<file path="src/rtl/dot8_pkg.sv">
// Shared constants and state type for the serial eight-term dot-product engine.
package dot8_pkg;

    localparam int unsigned DOT8_N_TERMS = 8;
    localparam int unsigned DOT8_IN_W    = 6;
    localparam int unsigned DOT8_OUT_W   = 9;

    typedef enum logic [0:0] {
        ACC  = 1'b0,
        DONE = 1'b1
    } state_e;

endpackage : dot8_pkg

</file>
<file path="src/rtl/dot8_mac_step.sv">
// One multiply-accumulate step: acc + low OUT_W bits of the signed product a*b.
module dot8_mac_step #(
    parameter int unsigned IN_W  = 6,
    parameter int unsigned OUT_W = 9
) (
    input  logic        [OUT_W-1:0] acc_i,
    input  logic signed [IN_W-1:0]  a_i,
    input  logic signed [IN_W-1:0]  b_i,
    output logic        [OUT_W-1:0] sum_o
);

    localparam int unsigned PROD_W = 2 * IN_W;
    // Wide enough to sign-extend the product when OUT_W exceeds it.
    localparam int unsigned EXT_W  = (OUT_W > PROD_W) ? OUT_W : PROD_W;

    logic signed [PROD_W-1:0] prod;
    logic signed [EXT_W-1:0]  prod_ext;

    // Full-precision signed product, sign-extended, then truncated into the sum.
    always_comb begin
        prod     = PROD_W'(a_i) * PROD_W'(b_i);
        prod_ext = EXT_W'(prod);
        sum_o    = acc_i + OUT_W'(prod_ext);
    end

endmodule : dot8_mac_step

</file>
<file path="src/rtl/dot8_serial_mac.sv">
// Streaming dot-product engine: accumulates N_TERMS signed pairs, then offers
// the wrapped OUT_W-bit sum on a valid/ready result port.
module dot8_serial_mac
    import dot8_pkg::*;
#(
    parameter int unsigned N_TERMS = DOT8_N_TERMS,
    parameter int unsigned IN_W    = DOT8_IN_W,
    parameter int unsigned OUT_W   = DOT8_OUT_W
) (
    input  logic                    clk,
    input  logic                    rst,
    input  logic                    flush,
    input  logic                    in_valid,
    output logic                    in_ready,
    input  logic signed [IN_W-1:0]  in_a,
    input  logic signed [IN_W-1:0]  in_b,
    output logic                    out_valid,
    input  logic                    out_ready,
    output logic signed [OUT_W-1:0] out_q
);

    localparam int unsigned     CNT_W    = (N_TERMS > 1) ? $clog2(N_TERMS) : 1;
    localparam logic [CNT_W-1:0] CNT_LAST = CNT_W'(N_TERMS - 1);

    state_e             state_q, state_d;
    logic [OUT_W-1:0]   acc_q, acc_d;
    logic [CNT_W-1:0]   cnt_q, cnt_d;
    logic [OUT_W-1:0]   step_sum;
    logic               in_ready_q;
    logic               out_valid_q;

    dot8_mac_step #(
        .IN_W  (IN_W),
        .OUT_W (OUT_W)
    ) u_step (
        .acc_i (acc_q),
        .a_i   (in_a),
        .b_i   (in_b),
        .sum_o (step_sum)
    );

    // Next-state logic: flush clears everything; ACC accepts pairs, DONE waits for the sink.
    always_comb begin
        state_d = state_q;
        acc_d   = acc_q;
        cnt_d   = cnt_q;
        if (flush) begin
            state_d = ACC;
            acc_d   = '0;
            cnt_d   = '0;
        end else begin
            case (state_q)
                ACC: begin
                    // in_ready is asserted exactly in ACC, so in_valid alone is the handshake.
                    if (in_valid) begin
                        acc_d = step_sum;
                        if (cnt_q == CNT_LAST) begin
                            cnt_d   = '0;
                            state_d = DONE;
                        end else begin
                            cnt_d = cnt_q + CNT_W'(1);
                        end
                    end
                end
                DONE: begin
                    if (out_ready) begin
                        state_d = ACC;
                        acc_d   = '0;
                    end
                end
                default: begin
                    state_d = ACC;
                    acc_d   = '0;
                    cnt_d   = '0;
                end
            endcase
        end
    end

    // State, datapath and registered handshake flags.
    always_ff @(posedge clk) begin
        if (rst) begin
            state_q     <= ACC;
            acc_q       <= '0;
            cnt_q       <= '0;
            in_ready_q  <= 1'b1;
            out_valid_q <= 1'b0;
        end else begin
            state_q     <= state_d;
            acc_q       <= acc_d;
            cnt_q       <= cnt_d;
            in_ready_q  <= (state_d == ACC);
            out_valid_q <= (state_d == DONE);
        end
    end

    assign in_ready  = in_ready_q;
    assign out_valid = out_valid_q;
    assign out_q     = $signed(acc_q);

endmodule : dot8_serial_mac

</file>
<file path="config.mk">
export PLATFORM = sky130hd
export DESIGN_NAME = dot8_serial_mac
export DESIGN_NICKNAME = d
export VERILOG_FILES = /design/src/rtl/dot8_pkg.sv /design/src/rtl/dot8_mac_step.sv /design/src/rtl/dot8_serial_mac.sv
export SDC_FILE = /design/constraint.sdc
export NUM_CORES = 1
export LEC_CHECK = 0
export ABC_AREA = 1
export CELL_PAD_IN_SITES_DETAIL_PLACEMENT = 0
export CELL_PAD_IN_SITES_GLOBAL_PLACEMENT = 2
export CORE_UTILIZATION = 31
export CTS_CLUSTER_SIZE = 25
export DETAILED_ROUTE_END_ITERATION = 8
export PLACE_DENSITY_LB_ADDON = 0.3
export REMOVE_ABC_BUFFERS = 1
export SYNTH_ARGS = -nofsm -noshare
export SYNTH_HDL_FRONTEND = slang
export SYNTH_SLANG_ARGS = --single-unit
</file>
<file path="constraint.sdc">
create_clock -name clk -period 6 [get_ports clk]
set_clock_uncertainty 0.15 [all_clocks]
set_input_delay 1.2 -clock clk [delete_from_list [all_inputs] [get_ports clk]]
set_output_delay 1.2 -clock clk [all_outputs]
set_load 0.02 [all_outputs]
</file>
## Word-level counts from Yosys, hierarchy flattened

Index checks and enable logic that the tools add are counted.

| storage, ports and cells | value |
|---|---|
| register bits after elaboration | 14 |
| input bits | 17 |
| output and inout bits | 11 |
| word-level logic and storage cells | 24 |

| cells by class | value |
|---|---|
| add/subtract/negate cells | 2 |
| multiply operators | 1 |
| eq/ne operators | 3 |
| multiplexer cells | 9 |
| bitwise operators | 2 |
| reductions and logical operators | 3 |

Operators with widths:

| kind | number |
|---|---|
| two-way mux 9 bit | 2 |
| case mux 9 bit (2 select lines) | 1 |
| adder 9 bit | 1 |
| multiplier 6 x 6 -> 9 bit | 1 |
| two-way mux 1 bit | 4 |
| inequality test 2 bit, second input constant | 2 |
| AND reduction 2 bit | 2 |
| adder 3 x 1 -> 3 bit, second input constant | 1 |
| equality test 3 bit, second input constant | 1 |
| two-way mux 3 bit | 1 |
| inverter 1 bit | 2 |
| case mux 1 bit (2 select lines) | 1 |
| OR reduction 2 bit | 1 |

## Depth between registers and ports, before layout

Gate-level depths: netlist (run 1).

| logic depth | value |
|---|---|
| depth in word-level cells | 6 |
| gate-level depth with buffers | 19 |
| gate-level depth less buffers | 19 |

## Cells and area by module

From an unflattened synthesis (run 1), not the netlist that was laid out.

| second synthesis, totals | value |
|---|---|
| cell total of the unflattened synthesis | 244 |
| area, all modules | 1816.7 µm² |

By module, submodules not included:

| module | times used | cells each | area each (µm²) | seq. area each (µm²) |
|---|---|---|---|---|
| dot8_mac_step | 1 | 178 | 1280.0 | 0.0 |
| dot8_serial_mac | 1 | 66 | 536.8 | 280.3 |

## Worst setup path after synthesis (run 1)

No wires, ideal clock.

| timing | value |
|---|---|
| kind | input to register |
| start | in in_b[5] |
| end | reg acc_q[8], in the netlist out_q[8] |
| library setup time | 119 ps |
| data arrival time | 4731 ps |
| required time | 5731 ps |
| setup slack | 1000 ps |
| cell stages on the path | 16 |
| path buffers | 0 |
| path through | inv_1 or2_2 fa_1 fa_1 inv_1 fa_1 inv_1 fa_1 inv_1 ha_1 a21oi_1 o21ai_0 a31oi_1 nand3_1 nand3_2 a21oi_2 |

| between the ends | value |
|---|---|
| word-level cells in the longest chain between the ends | 4 |

Ends and longest elaborated chain:

| what | RTL line | RTL |
|---|---|---|
| from (decl) | dot8_serial_mac.sv:16 | `input logic signed [IN_W-1:0] in_b,` |
| multiplier 6 x 6 -> 9 bit | dot8_mac_step.sv:21 | `prod = PROD_W'(a_i) * PROD_W'(b_i);` |
| adder 9 bit | dot8_mac_step.sv:23 | `sum_o = acc_i + OUT_W'(prod_ext);` |
| two-way mux 9 bit | dot8_serial_mac.sv:55 | `if (in_valid) begin` |
| case mux 9 bit (2 select lines) | dot8_serial_mac.sv:52 | `case (state_q)` |
| to (signal assigned) | dot8_serial_mac.sv:84 | `acc_q <= '0;` |
| to (signal assigned) | dot8_serial_mac.sv:90 | `acc_q <= acc_d;` |
| to (decl) | dot8_serial_mac.sv:26 | `logic [OUT_W-1:0] acc_q, acc_d;` |

Every way passes these cells. The select of a mux whose other input is x is not followed.
A chain may end at the register's enable or synchronous reset.

## Worst setup path after layout (run 1)

Same ends and word-level chain as after synthesis.

==> results.sh, run 1 <==
export IMPL_status="finished, final reports clean"
export IMPL_rows=27
export IMPL_cp_common_cell="inv_1"
export IMPL_ir_drop_v=0.0001049
export IMPL_dp_hpwl_mm=3.324
export IMPL_dr_pass1_iters=4
export IMPL_post_cts_buffers=0
export IMPL_reg2reg_depth=15
export IMPL_r2r_slack_ns=2.54
export IMPL_drt_initial_drc_count=47
export IMPL_core_mm2=0.005608
export IMPL_clock_sinks=14
export IMPL_relSlewSlack_pct=45.92
export IMPL_drc_errors=0
export IMPL_yosys_area_top_type="fa_1"
export IMPL_hold_viol_final=0
export IMPL_routed_wl_mm=3.836
export IMPL_slew_viol_final=0
export IMPL_layout_common_cells="nand2_1 (70), inv_1 (65), clkdlybuf4s50_1 (27)"
export IMPL_antenna_cells=0
export IMPL_synth_seq_area_share_pct=15.29
export IMPL_pin_count=28
export IMPL_grt_use_total_pct=13.87
export IMPL_holdWs_ns=0.3432
export IMPL_cp_slowest_stage_delay_ns=0.54
export IMPL_area_growth_pct=21.91
export IMPL_r2r_start="out_q[5]"
export IMPL_crit_required_ns=6.02
export IMPL_end_kind="flop"
export IMPL_wl_per_cell_um=10.87
export IMPL_yosys_top_cells_area="fa_1 (25%), ha_1 (16%), dfxtp_1 (15%)"
export IMPL_path_cells="clkdlybuf4s50_1 > inv_1 > or2_2 > fa_1 > fa_1 > inv_1 > fa_1 > inv_1 > fa_1 > inv_1 > ha_1 > a21oi_1 > o21ai_0 > a31oi_1 > inv_1 > nand2_1 > nand3_2 > a21oi_2"
export IMPL_clk_latency_ns=0.24
export IMPL_setup_viol=0
export IMPL_nNetsFinal=346
export IMPL_fmax_mhz=183.7
export IMPL_crit_buf_inv=6
export IMPL_cpLargestDelayFamily="adder cells"
export IMPL_die_area_mm2=0.006224
export IMPL_yosys_warnings=0
export IMPL_ys_seq_elements=14
export IMPL_post_cts_resized=0
export IMPL_die_h_um=78.90
export IMPL_critPathSlowestCell="fa_1"
export IMPL_hold_class="flop to flop"
export IMPL_tightest_slew_ns=0.8083
export IMPL_grt_max_degree=13
export IMPL_crit_path_max_fanout=5
export IMPL_cts_root_buf="clkbuf_8"
export IMPL_fillers=620
export IMPL_postCtsHoldBufs=0
export IMPL_antenna_left=0
export IMPL_min_from="out_q[2]"
export IMPL_dr_total_vias=1542
export IMPL_port_buffers=27
export IMPL_worst_setup_path_start_kind="primary input"
export IMPL_syn_inst=251
export IMPL_setup_tns_ns=0
export IMPL_timing_final_crit_share_pct=90.75
export IMPL_viasPerCell=4.368
export IMPL_cts_reportedPaths_clkPinSlew_ns=0.06
export IMPL_htreeDepth=1
export IMPL_syn_area_per_cell_um2=7.303
export IMPL_netlist_cell_type_count=19
export IMPL_grt_setup_unrepaired="false"
export IMPL_p_leak_nw=1.241
export IMPL_syn_area_mm2=0.001833
export IMPL_r2r_end="out_q[8]"
export IMPL_overflow=0
export IMPL_cap_viol_max_count=0
export IMPL_die_w_um=78.90
export IMPL_gp_congestion=0.7391
export IMPL_grt_pass1_vias=1459
export IMPL_grt_pass1_wl_mm=6.768
export IMPL_grt_antenna_before_repair=0
export IMPL_power_density_mw_per_mm2=241.5
export IMPL_final_common_cell="nand2_1"
export IMPL_cp_arrival_ns=5.46
export IMPL_cts_buffers=3
export IMPL_critical_path_class="primary input to flop"
export IMPL_cts_tree="done"
export IMPL_whs_path_depth=2
export IMPL_start_util_pct=32.69
export IMPL_min_to="out_q[2]"
export IMPL_drive_gt1_share_pct=4.626
export IMPL_yosys_area_top_type_share_pct=25.12
export IMPL_clockBufferDepth=2
export IMPL_fin_crit_ns=5.445
[metrics by stage]
step | area [µm²] | power [W] | std cells | worst slack (ns) | utilization (%)
floorplan | 1826 | 0.0003831 | 250 | 0.9871 | -
global placement | 2193 | 0.0004734 | 350 | 0.3406 | 39.11
detailed placement | 2193 | 0.0004721 | 350 | 0.2845 | 39.11
CTS | 2235 | 0.0005520 | 353 | 0.5270 | 39.85
global route | 2235 | 0.0006153 | 353 | 0.2910 | 39.85
finish | 2235 | 0.0005398 | 353 | 0.5549 | 39.85
[power breakdown]
group	switching, W	internal [W]	leakage (nW)
Combinational	0.000205	0.000149	1.11
Clock	0.0000311	0.0000443	0.0216
Sequential	0.00000815	0.000102	0.114
[registers in the layout (all words and copies together), names as in the netlist]
register,count
out_valid,1
in_ready,1
out_q,9
cnt_q,3
[metal layers]
| metal | part of all wire (%) | up-vias | GRT usage (%) |
|---|---|---|---|
| met3 | 1.7 | 0 | 2.414 |
| met1 | 52 | 709 | 20.29 |
| met4 | 0 | 0 | 1.636 |
| met5 | 0 | - | 0 |
| li1 | - | 814 | - |
| met2 | 47 | 19 | 21.91 |
[synthesized netlist by cell type]
library cell / count
nand2_1: 70
inv_1: 65
fa_1: 23
ha_1: 23
a21oi_1: 15
dfxtp_1: 14
nand3_1: 10
nor2_1: 9
o21ai_0: 7
nand2_2: 4
or2_2: 3
a21oi_2: 1
a31oi_1: 1
buf_4: 1
clkinv_1: 1
nand3_2: 1
nor3_1: 1
o211a_1: 1
xor2_1: 1
[final cells by class]
| cell class | count | area [µm²] | area share, % |
|---|---|---|---|
| timing repair buffer | 28 | 277.8 | 12.43 |
| clock buffer | 3 | 41.29 | 1.848 |
| multi-input combinational | 170 | 1297 | 58.06 |
| sequential | 14 | 280.3 | 12.54 |
| tap | 72 | 90.09 | 4.031 |
| inverter | 66 | 247.7 | 11.09 |
[worst max path at each step]
stage | from | end | slack (ns) | cells after the start
after detailed placement | in_b[5] | out_q[8] | 0.28 | 18
final | in_b[5] | out_q[8] | 0.55 | 18
after global routing | in_b[5] | out_q[8] | 0.29 | 18
after floorplan | in_b[5] | out_q[8] | 0.99 | 17
after global placement | in_b[5] | out_q[8] | 0.34 | 18
after CTS | in_b[5] | out_q[8] | 0.53 | 18
[logic make-up after synthesis]
group	after synthesis	synth area share, %
xor gates and xnor gates	1	0.4779
adders and majority gates	46	40.82
DFF	14	15.29
and+or+nand+nor	98	22.12
AOI/OAI and AO/OA	25	7.372
buffers and inverters	67	13.92
[worst min-delay path, delay by kind of cell, from the launching register on]
family          cells  cell delay, ns
compound gates      1            0.05
flops               1            0.33
simple gates        1            0.07
Power figures use the tool's default switching activity.
==> inputs of run 2 (changes only) <==
--- a/config.mk
+++ b/config.mk
@@ -9,6 +9,7 @@
 export CELL_PAD_IN_SITES_DETAIL_PLACEMENT = 0
 export CELL_PAD_IN_SITES_GLOBAL_PLACEMENT = 2
 export CORE_UTILIZATION = 31
+export CTS_CLUSTER_DIAMETER = 100
 export CTS_CLUSTER_SIZE = 25
 export DETAILED_ROUTE_END_ITERATION = 8
 export PLACE_DENSITY_LB_ADDON = 0.3
==> results of run 2 <==
The final DEF is identical to that of run 1; final timing and power are the same.
==> inputs of run 3 (changes only) <==
--- a/config.mk
+++ b/config.mk
@@ -12,8 +12,9 @@
 export CTS_CLUSTER_DIAMETER = 100
 export CTS_CLUSTER_SIZE = 25
 export DETAILED_ROUTE_END_ITERATION = 8
-export PLACE_DENSITY_LB_ADDON = 0.3
+export PLACE_DENSITY = 0.81
 export REMOVE_ABC_BUFFERS = 1
+export SETUP_SLACK_MARGIN = 0.4
 export SYNTH_ARGS = -nofsm -noshare
 export SYNTH_HDL_FRONTEND = slang
 export SYNTH_SLANG_ARGS = --single-unit
==> results.sh, run 3 (synthesis results as in run 1) <==
export IMPL_finalPower_w=0.0005559
export IMPL_grt_pass1_wl_mm=6.755
export IMPL_nNetsFinal=346
export IMPL_p_switching_w=0.0002511
export IMPL_antenna_cells=0
export IMPL_die_h_um=78.90
export IMPL_grt_use_total_pct=13.91
export IMPL_setup_tns_ns=0
export IMPL_crit_required_ns=6.02
export IMPL_p_seq_share_pct=19.9
export IMPL_ir_drop_v=0.00007948
export IMPL_largest_reg_flops=9
export IMPL_cp_slowest_stage_delay_ns=0.54
export IMPL_overflow=0
export IMPL_cp_arrival_ns=5.36
export IMPL_dp_hpwl_mm=3.337
export IMPL_drive_gt1_share_pct=5.338
export IMPL_path_cells="clkdlybuf4s50_1 > or2_2 > fa_1 > fa_1 > inv_1 > fa_1 > inv_1 > fa_1 > inv_1 > ha_4 > a21oi_2 > o21ai_0 > a31oi_1 > inv_1 > nand2_1 > nand3_2 > a21oi_2"
export IMPL_layout_common_cells="nand2_1 (70), inv_1 (65), clkdlybuf4s50_1 (27)"
export IMPL_grt_max_degree=13
export IMPL_clk_latency_ns=0.24
export IMPL_routed_wl_mm=3.929
export IMPL_die_area_mm2=0.006224
export IMPL_tightest_slew_ns=0.7999
export IMPL_setup_viol=0
export IMPL_crit_buf_inv=5
export IMPL_port_buffers=27
export IMPL_cts_reportedPaths_clkPinSlew_ns=0.06
export IMPL_cts_root_buf="clkbuf_8"
export IMPL_drt_initial_drc_count=41
export IMPL_postCtsHoldBufs=0
export IMPL_area_growth_pct=22.80
export IMPL_power_internal_w=0.0003048
export IMPL_cap_viol_max_count=0
export IMPL_dr_total_vias=1534
export IMPL_cts_buffers=3
export IMPL_fmax_mhz=187.1
export IMPL_cts_tree="done"
export IMPL_status="finished, final reports clean"
export IMPL_viasPerCell=4.346
export IMPL_relSlewSlack_pct=46.48
export IMPL_end_kind="flop"
export IMPL_start_util_pct=32.69
export IMPL_final_common_cell="nand2_1"
export IMPL_dr_pass1_iters=4
export IMPL_crit_path_max_fanout=6
export IMPL_rows=27
export IMPL_critPathSlowestCell="fa_1"
export IMPL_drc_errors=0
export IMPL_wl_per_cell_um=11.13
export IMPL_clock_sinks=14
export IMPL_grt_setup_unrepaired="false"
export IMPL_combPwrFrac_pct=66.2
export IMPL_die_w_um=78.90
export IMPL_power_density_mw_per_mm2=247.0
export IMPL_cpLargestDelayFamily="adder cells"
export IMPL_gp_congestion=0.7328
export IMPL_worst_slack_ns=0.6551
export IMPL_hold_viol_final=0
export IMPL_grt_pass1_vias=1495
export IMPL_pwr_share_clk_pct=13.9
export IMPL_pin_count=28
export IMPL_critical_path_class="primary input to flop"
export IMPL_switching_share_pct=45.17
export IMPL_worst_setup_path_start_kind="primary input"
export IMPL_slew_viol_final=0
export IMPL_fin_crit_ns=5.345
export IMPL_core_mm2=0.005608
export IMPL_htreeDepth=1
export IMPL_p_leak_nw=1.241
export IMPL_clockBufferDepth=2
export IMPL_place_ws_ns=0.2705
export IMPL_grt_antenna_before_repair=0
export IMPL_timing_final_crit_share_pct=89.08
export IMPL_hold_class="flop to flop"
export IMPL_antenna_left=0
run 3: through the flow:
step / hold WS, ns / cell area [µm²] / utilization, % / instances
final: 0.3369 / 2251 / 40.14 / 353
after detailed placement: 0.3308 / 2193 / 39.11 / 350
after global routing: 0.3690 / 2251 / 40.14 / 353
after floorplan: 0.3320 / 1826 / - / 250
after global placement: 0.3259 / 2193 / 39.11 / 350
after CTS: 0.3409 / 2235 / 39.85 / 353
run 3: power by group through the flow:
stage	clock network [W]	logic, W	registers, W
3_3_place_gp	0	0.000361	0.000114
3_5_place_dp	0	0.000361	0.000113
2_1_floorplan	0	0.000263	0.000120
4_1_cts	0.0000800	0.000364	0.000112
5_1_grt	0.0000865	0.000430	0.000113
6_report	0.0000774	0.000368	0.000111
run 3: worst min-delay path, cell delays in order, from the launching register on:
cell and delay, ns:
dfxtp_1 0.32, nand2_1 0.07, a21oi_1 0.05
run 3: metal layers:
layer | routed length, µm | track usage, %
met5 | 0 | 0
met3 | 116 | 2.529
met4 | 0 | 2.182
met2 | 1865 | 23.13
met1 | 1947 | 19.09
run 3: worst paths after layout:
path | from | end | slack, ns | cells past startpoint
worst max register to register | out_q[5] | out_q[8] | 2.63 | 15
worst min-delay path | out_q[2] | out_q[2] | 0.34 | 2
worst max-delay path | in_a[0] | out_q[8] | 0.66 | 17
worst min register to register | out_q[2] | out_q[2] | 0.34 | 2
run 3: final cells by class:
type | instances | area (µm²)
fill | 633 | 3357
multi-input combinational | 170 | 1314
sequential | 14 | 280.3
tap | 72 | 90.09
timing repair buffer | 28 | 277.8
clock buffer | 3 | 41.29
inverter | 66 | 247.7
run 3: repair_timing:
action                                  in CTS  in global routing
resized for setup                            0                  2
endpoints found under the setup margin       0                  1
setup buffers                                0                  0
hold endpoints to repair                     0                  0
